<file path="src/rtl/flash_read_arbiter.sv">
`default_nettype none
// ============================================================================
// flash_read_arbiter : round-robin sharing of the Flash SPI read handler
// Rev 1.0 - initial release
// ============================================================================
module flash_read_arbiter #(
   parameter int G_NUM_REQ        = 3,
   parameter int G_TIMEOUT_CYCLES = 65535,
   parameter int G_ADDR_MAX_WIDTH = 17
) (
   input  logic                    i_sys_clk,
   input  logic                    i_reset,
   input  logic [G_NUM_REQ-1:0]    i_req,
   input  logic [24*G_NUM_REQ-1:0] i_req_addr,
   input  logic [12*G_NUM_REQ-1:0] i_req_num,
   output logic [G_NUM_REQ-1:0]    o_grant,
   output logic [G_NUM_REQ-1:0]    o_done,
   output logic [G_NUM_REQ-1:0]    o_error,
   input  logic                    i_bus_busy,
   output logic                    o_bus_claim,
   output logic                    o_data_request,
   output logic [23:0]             o_read_addr,
   output logic [11:0]             o_read_num,
   input  logic                    i_data_ready,
   input  logic                    i_command_error
);

   localparam int IDX_W = (G_NUM_REQ > 1) ? $clog2(G_NUM_REQ) : 1;
   localparam int CNT_W = 17;
   localparam logic [IDX_W:0]   NUM_REQ_EXT  = (IDX_W+1)'(G_NUM_REQ);
   localparam logic [IDX_W-1:0] LAST_IDX     = IDX_W'(G_NUM_REQ - 1);
   localparam logic [CNT_W-1:0] TIMEOUT_LAST = CNT_W'(G_TIMEOUT_CYCLES - 1);

   localparam logic [1:0] IDLE     = 2'd0;
   localparam logic [1:0] ARB      = 2'd1;
   localparam logic [1:0] REQ      = 2'd2;
   localparam logic [1:0] WAIT_LOW = 2'd3;

   logic [1:0]             state;
   logic [IDX_W-1:0]       rr_ptr;
   logic [IDX_W-1:0]       winner;
   logic [CNT_W-1:0]       timeout_cnt;

   logic [2*G_NUM_REQ-1:0] req_dbl;
   logic [IDX_W-1:0]       offset;
   logic [IDX_W:0]         pick_sum;
   logic [IDX_W-1:0]       pick;
   logic [23:0]            pick_addr;
   logic [11:0]            pick_num;
   logic                   addr_oob;

   // Rotate the request vector so the RR pointer sits at bit 0, take the
   // lowest set bit, then rotate the offset back into a requester index.
   always_comb begin
      req_dbl = {i_req, i_req} >> rr_ptr;
      offset  = '0;
      for (int i = G_NUM_REQ - 1; i >= 0; i--) begin
         if (req_dbl[i]) offset = IDX_W'(i);
      end
      pick_sum = {1'b0, rr_ptr} + {1'b0, offset};
      if (pick_sum >= NUM_REQ_EXT) pick_sum = pick_sum - NUM_REQ_EXT;
      pick      = pick_sum[IDX_W-1:0];
      pick_addr = '0;
      pick_num  = '0;
      for (int i = 0; i < G_NUM_REQ; i++) begin
         if (pick == IDX_W'(i)) begin
            pick_addr = i_req_addr[24*i +: 24];
            pick_num  = i_req_num[12*i +: 12];
         end
      end
   end

   generate
      if (G_ADDR_MAX_WIDTH >= 24) begin : g_addr_full
         assign addr_oob = 1'b0;
      end else begin : g_addr_limited
         assign addr_oob = |o_read_addr[23:G_ADDR_MAX_WIDTH];
      end
   endgenerate

   always_ff @(posedge i_sys_clk or posedge i_reset) begin
      if (i_reset) begin
         state          <= IDLE;
         rr_ptr         <= '0;
         winner         <= '0;
         timeout_cnt    <= '0;
         o_grant        <= '0;
         o_done         <= '0;
         o_error        <= '0;
         o_bus_claim    <= 1'b0;
         o_data_request <= 1'b0;
         o_read_addr    <= '0;
         o_read_num     <= '0;
      end else begin
         o_done  <= '0;
         o_error <= '0;
         case (state)
            IDLE: begin
               if (|i_req && !i_bus_busy) begin
                  winner      <= pick;
                  o_grant     <= G_NUM_REQ'(1) << pick;
                  o_bus_claim <= 1'b1;
                  o_read_addr <= pick_addr;
                  o_read_num  <= pick_num;
                  state       <= ARB;
               end
            end
            ARB: begin
               if (o_read_num == '0 || addr_oob) begin
                  o_error <= o_grant;
                  state   <= WAIT_LOW;
               end else begin
                  o_data_request <= 1'b1;
                  timeout_cnt    <= '0;
                  state          <= REQ;
               end
            end
            REQ: begin
               if (i_command_error) begin
                  o_error        <= o_grant;
                  o_data_request <= 1'b0;
                  state          <= WAIT_LOW;
               end else if (i_data_ready) begin
                  o_done         <= o_grant;
                  o_data_request <= 1'b0;
                  state          <= WAIT_LOW;
               end else if (timeout_cnt == TIMEOUT_LAST) begin
                  o_error        <= o_grant;
                  o_data_request <= 1'b0;
                  state          <= WAIT_LOW;
               end else begin
                  timeout_cnt <= timeout_cnt + 1'b1;
               end
            end
            WAIT_LOW: begin
               // The bus stays claimed until the handler closes its handshake.
               if (!i_data_ready) begin
                  o_grant     <= '0;
                  o_bus_claim <= 1'b0;
                  rr_ptr      <= (winner == LAST_IDX) ? '0 : winner + 1'b1;
                  state       <= IDLE;
               end
            end
            default: state <= IDLE;
         endcase
      end
   end

endmodule
`default_nettype wire

</file>
<file path="config.mk">
export PLATFORM = sky130hd
export DESIGN_NAME = flash_read_arbiter
export DESIGN_NICKNAME = d
export VERILOG_FILES = /design/src/rtl/flash_read_arbiter.sv
export SDC_FILE = /design/constraint.sdc
export NUM_CORES = 1
export LEC_CHECK = 0
export ABC_AREA = 1
export ABC_CLOCK_PERIOD_IN_PS = 2900
export CAP_MARGIN = 20
export CORE_AREA = 2 2 130 106
export DETAILED_ROUTE_END_ITERATION = 10
export DIE_AREA = 0 0 132 108
export GPL_ROUTABILITY_DRIVEN = 0
export MAX_ROUTING_LAYER = met4
export PLACE_DENSITY = 0.71
export SETUP_SLACK_MARGIN = 0.05
export SLEW_MARGIN = 25
export SYNTH_ARGS = -nofsm -noshare
export SYNTH_HDL_FRONTEND = slang
export SYNTH_SLANG_ARGS = --single-unit
</file>
<file path="constraint.sdc">
create_clock -name i_sys_clk -period 2.9 [get_ports i_sys_clk]
set_clock_uncertainty 0.1 [all_clocks]
set_input_delay 0.58 -clock i_sys_clk [delete_from_list [all_inputs] [get_ports i_sys_clk]]
set_output_delay 0.58 -clock i_sys_clk [all_outputs]
set_load 0.01 [all_outputs]
</file>
==> results.md <==
- Final setup fails: 39
- Max Cap Viol: 0
- Sum of negative setup slack: -8.05 ns
- Commonest cells in the synthesized netlist: 251 x nand2_1, 96 x nand3_1, 70 x dfrtp_1, 47 x inv_1, 38 x nor2_1
- Register area share after synthesis: roughly 39%
- Synth area leaders: dfrtp_1 39%, nand2_1 21%, nand3_1 11%
- Site row count: 37
- Post-synth cell types: 37
- Syn-to-layout area delta: 66.3%
- Htree depth: 3
- Crit path top cell by count: nand2_1
- DRC viols: 0
- Register bit total from synthesis: 70
- Cells after Synth: between 600 and 700
- Final Cycle Share: 109%
- CTS tree: built
- Post-synth EDFFs: 0
- Post-CTS Hold Fix Bufs: 0
- Synth warn: 0
- Clock sink total: 70
- Wirelength per Cell: 14.6 µm
- Fraction of registers with async set/reset: 100%
- Die H: about 110 µm
- Relative slew slack: 68.5%
- DP HPWL: 10000 µm
- Power density cells: roughly 1600 mW/mm²
- Failing checks: negative setup slack
- CTS Root Cell: clkbuf_16
- GRT Util Overall: about a fifth
- Core area: 0.0128 mm²
- Vias: 4729
- First DRT Iteration DRCs: around 250
- First-pass GRT wire length: about 23000 µm
- CP Capture Type: register
- CP required: slightly above 3 ns
- Clock Tree Buf Depth: 2
- Fmax: ~320 MHz
- Chip Width: between 100 and 150 µm
- Fin cells: 1001
- Leak: 0.00345 µW
- Layout cells sized above 1: 22.4%
- Worst slew pin tran: between 0.4 and 0.5 ns
- WP data arrival: approximately 3.3 ns
- Critical-path cell list: o21ai_4 > nand2_1 > a22oi_2 > ha_2 > inv_2 > fa_1 > inv_2 > ha_4 > nor2_4 > buf_6 > o21ai_4 > buf_12 > nor2_8 > buf_6 > buf_12 > nand2_1 > nand3_2 > nand2_1 > nand2_1
- Routed Antenna Nets: 0
- Nets: 949
- Clock Latency Late Sink: 0.33 ns
- Worst reg-to-reg path cell count: 19
- Gr ovfl total: 0
- Final WL: approximately 15000 µm
- Cell with the most instances after synthesis: nand2_1
- Hold path depth: 2
- Fraction of synthesized cell area taken by the top area cell type: 39.3%
- DRT Pass-1 Iters: 6
- CP Max Fanout: 7
- Post-synth top flop: dfrtp_1
- Vias in the first global route: 4752
- Input/output buffers: between 150 and 200
- CP max-delay cell: fa_1
- Fillcell total: between 1000 and 1500
- Num CTS Buffers: 9
- FF/Latch Area: roughly 0.0018 mm²
- Cell Area, Synth: about 0.0045 mm²
- Mean post-synth cell area: a little under 7 µm²
- Largest net degree at the start of global routing: roughly 70
- Area occupied by multi-input gates: 0.00278 mm²
- CP Class: register to register
- VDD IR-drop max: between 900 and 1000 µV
- Hold Fails Final Rpt: 0
- Die area: about 0.014 mm²
- RSZ-0062 raised after global routing: yes
- CP startpoint kind: register
- DP Worst Slack: -0.951 ns
- Initial antenna violation count: 0
- Status: finished, violations left
- Area leader, netlist: dfrtp_1
- Tmin final: 3.17 ns
- Initial core utilization: between 30% and 40%
- Largest stage delay, worst path: ~0.52 ns
- CTS clk-pin slew, worst paths: 0.06 ns
- I/O pin total: between 150 and 200
- Final setup margin: -0.267 ns
- Avg Vias per Cell: between 4 and 5
- Syn Nets: 766
- Tot Pwr: roughly 12000 µW
- Max Transition Viols Final: 0
- Cells after DPL: between 900 and 1000
- Antenna diodes: 0
- Hold Crit Class: register to register
-- where the power goes --
group	switching, µW	internal (µW)
logic	4820	4320
clock network	401	638
registers	258	1310
-- cell families after synthesis --
logic type      after synthesis  share of synthesized area (%)
xor+xnor                      4                          0.786
compound gates               60                           8.37
fa+ha+maj                    10                           2.98
buf+inv                      81                           8.73
flops                        70                           39.3
simple gates                415                           39.8
-- critical path, delay by kind of cell (launching register included) --
| kind | cells | cell delay, ns |
|---|---|---|
| flops | 1 | 0.48 |
| buf+inv | 6 | 0.65 |
| simple gates | 7 | 0.61 |
| compound gates | 3 | 0.36 |
| fa+ha+maj | 3 | 0.88 |
-- path summary, 6_finish.rpt --
kind	start	end	slack [ns]
max in group asynchronous	i_reset	rr_ptr[0]	1.83
min in group asynchronous	i_reset	o_read_addr[15]	0.53
max reg2reg	rr_ptr[0]	o_read_num[5]	-0.27
min reg2reg	o_read_addr[16]	o_read_addr[16]	0.38
max	rr_ptr[0]	o_read_num[5]	-0.27
min	o_read_addr[16]	o_read_addr[16]	0.38
-- cells in the final DEF, fill, tap and decap left out, types with 2 or more instances in the layout --
cell type,netlist,final
inv_1,47,43
or2_2,7,7
buf_6,1,11
dfrtp_1,70,69
o21ai_1,12,21
nand2_4,1,19
nor2_1,38,36
buf_12,2,8
nand3_2,0,27
nand3_4,0,3
nand2_1,251,209
nor2_4,1,3
clkbuf_16,0,10
clkbuf_8,0,3
nor2_2,2,2
o21ai_4,1,3
o21ai_0,27,9
nor3_1,2,2
xor2_1,4,4
inv_2,3,4
ha_1,9,7
clkdlybuf4s50_1,0,159
and2_1,2,2
buf_16,0,3
nand4_1,6,6
nand3_1,96,66
clkinv_8,0,2
o21ai_2,14,21
buf_4,5,14
a21oi_1,2,2
buf_8,1,3
nand2_2,7,30
-- per-stage QoR --
step,utilization (%),hold WS (ns),cell area (µm²)
3_3_place_gp,50.2,0.362,6440
3_5_place_dp,50.2,0.368,6440
5_1_grt,57.8,0.397,7410
4_1_cts,55.8,0.376,7160
2_1_floorplan,-,0.377,4530
6_report,57.8,0.377,7410
-- cell type report --
cell class	instances	area share, %
Multi-Input combinational cell	489	37.5
Sequential cell	70	23.7
Clock buffer	13	3.65
Clock inverter	1	0.0676
Inverter	51	3.06
Timing Repair Buffer	202	29.1
Tap cell	175	2.96
-- metal layers --
metal  global-route usage, %  part of all wire, %
met1                    25.8                   44
met2                    35.3                   48
met3                    5.72                  6.2
met4                    5.90                  1.5
met5                       -                    0
-- timing repair --
item / CTS / global route
buffers inserted: 13 / 1
pin swaps: 32 / 30
gates resized for setup: 91 / 68
endpoints found under the setup margin: 41 / 41
cloned: 4 / 1
-- flip-flops by register name, summed over array words and instances (netlist names), 3 cells and up --
name and cells:
o_read_addr 24, timeout_cnt 17, o_error 3, o_done 3, o_grant 3, o_read_num 12
Note: power is estimated with default switching activity, not from simulation.
==> patch, RTL diff (same settings) <==
Make the reset (`i_reset`) synchronous in one clocked block.
--- a/src/rtl/flash_read_arbiter.sv
+++ b/src/rtl/flash_read_arbiter.sv
@@ -78,7 +78,7 @@
       end
    endgenerate
 
-   always_ff @(posedge i_sys_clk or posedge i_reset) begin
+   always_ff @(posedge i_sys_clk) begin
       if (i_reset) begin
          state          <= IDLE;
          rr_ptr         <= '0;
Check against the original RTL: differs if i_reset is asserted again (counterexample within 4 cycles, from zero or initial values and one cycle with i_reset high); with i_reset held inactive, the same outputs for 4 cycles.
==> patch against the original RTL <==
- the run still ends with negative setup slack left
- cell area decreased by 7.9%
- hold slack got worse by 0.0095 ns
- sequential cell count unchanged
- global-route usage decreased by 0.41 points
- critical path depth grew 1
- worst setup slack improved by 0.13 ns
- wire length decreased by 4.7%
- area after synthesis down 2.7%
- count of clock-buffer cells in the layout down 1
- critical path type is now in2reg
- highest routed layer unchanged
Power is not compared: it rests on default switching activity, and its combinational part moved more than twofold at a synthesized area within 25%.
==> patch: results (changes against the original RTL) <==
Hold Path Origin=o_data_request; largest net degree at the start of global routing=78 (+9.9%); Primary FF master, synth=dfxtp_1; synth unique cells=37 (unchanged); CTS buffer count=9 (unchanged); first-pass GRT wire length=23.2 mm (-0.39%); drt first pass iters=5 (-1); gr usage total=0.209 (-0.00410); post-synthesis sequential area ratio=0.323 (-0.0699); Slowest-stage cell, CP=fa_1; biggest regs=o_read_addr (24), timeout_cnt (17), o_read_num (12); Min-Delay Endpoint=o_data_request; P_leak=around 2.8 nW; setup violators final=38 (-2.6%); number of global-route vias before repair=4,679 (-1.5%); R2R cell count=19 (unchanged); reg2reg start=rr_ptr[0]; status=finished with violations; synth top area cells=dfxtp_1, nand2_1, nor2_1, o21ai_0, nand3_1; setup TNS=-4.32 ns (+3.73 ns); hpwl dp=9.78 mm (-2.4%); clk slew on worst S/H paths=approximately 0.050 ns; Synth Net Count=832 (+8.6%); fraction of registers with async set/reset=0 (-1.00); gr ovfl total=0 (unchanged); number of antenna diodes=0 (unchanged); failing checks=negative setup slack; VDD IR-drop max=between 0.0004 and 0.0005 V; setup ws final=-0.142 ns (+0.126 ns); Tightest Pin Transition=0.449 ns (-0.0203 ns); hold path cells=2 (unchanged); initial antenna violation count=0 (unchanged); critical-path maximum fanout=13 (+6); H-tree Lvls=3 (unchanged); clk buf depth=2 (unchanged); Post-DP Area=6260 sq um (-2.7%); final wirelength=13.9 mm (-4.7%); CP arrival=3.21 ns (-0.13 ns); vias per std cell=4.58 (-3.1%); DP Worst Slack=-0.926 ns (+0.0253 ns); share of cells above drive strength 1=0.138 (-0.0861); I/O Buffers=162 (unchanged); r2r endpoint=o_read_num[5]; top cells by count, synth=nand2_1, nor2_1, dfxtp_1; Final nets=1,006 (+6.0%); DRT iter0 DRCs=229 (-9.5%); CP peak stage delay=0.49 ns (-0.03 ns)
==> patch: changes by cell type after synthesis, sizes merged, moves of 7 or more <==
cell,before,now
dfrtp,70,0
dfxtp,0,70
nor2,42,107
nand3,96,41
a21oi,2,44
inv,51,60
or2,8,1
==> patch: layout make-up <==
class | instances | area, sq um
clock buffers | 12 | 246
clock inverters | 4 | 70.1
fillers | 1276 | 6000
inverters | 62 | 255
multi-input cells | 544 | 2640
flip-flops and latches | 70 | 1410
well taps | 175 | 219
repair buffers | 193 | 1980
==> patch: cell families after synthesis <==
logic type | after synthesis | synth area share
AND/OR/NAND/NOR | 424 | 0.407
AO/OA/AOI/OAI | 104 | 0.133
buffers and inverters | 92 | 0.0938
flip-flops | 70 | 0.323
adder cells (fa/ha/maj) | 10 | 0.0306
XOR/XNOR | 6 | 0.0121
==> patch: worst max path at each step <==
stage,start,endpoint,slack (ns),cells after the start
after floorplan,i_req[0],o_read_addr[23],-0.11,22
after global placement,i_req[0],o_read_addr[23],-0.87,23
after detailed placement,i_req[0],o_read_addr[23],-0.93,23
after CTS,rr_ptr[0],o_read_num[5],-0.12,21
after global routing,rr_ptr[0],o_read_addr[21],-0.31,20
final,i_req[2],o_read_num[5],-0.14,20
==> patch: repair_timing <==
| action | in CTS | in global routing |
|---|---|---|
| pin swaps | 11 | 5 |
| cloned | 3 | 0 |
| buffers inserted | 8 | 0 |
| setup endpoints to repair | 41 | 40 |
| resized for setup | 32 | 14 |
==> patch: power by group through the flow <==
stage | Sequential, W | Combinational [W] | Clock (W)
after floorplan | 0.00141 | 0.00141 | 0
after global placement | 0.00135 | 0.00239 | 0
after detailed placement | 0.00136 | 0.00241 | 0
after CTS | 0.00134 | 0.00268 | 0.00121
after global routing | 0.00137 | 0.00297 | 0.00125
final | 0.00134 | 0.00270 | 0.00119
==> patch: worst max-delay path: cells and delay by family <==
| family | cells | cell delay, ns |
|---|---|---|
| AOI/OAI and AO/OA | 2 | 0.22 |
| adders and majority gates | 2 | 0.69 |
| buffers and inverters | 5 | 0.71 |
| and+or+nand+nor | 11 | 1.00 |
==> patch: through the flow <==
stage | hold WS, ns | total power, W | cells
finish | 0.368 | 0.00523 | 1060
global route | 0.401 | 0.00560 | 1060
CTS | 0.371 | 0.00523 | 1060
detailed placement | 0.363 | 0.00377 | 1033
global placement | 0.362 | 0.00375 | 1033
floorplan | 0.366 | 0.00282 | 706
==> patch: layer usage <==
metal | track usage | part of all wire
met1 | 0.258 | 0.46
met2 | 0.331 | 0.45
met3 | 0.0609 | 0.072
met4 | 0.0652 | 0.018
met5 | - | 0
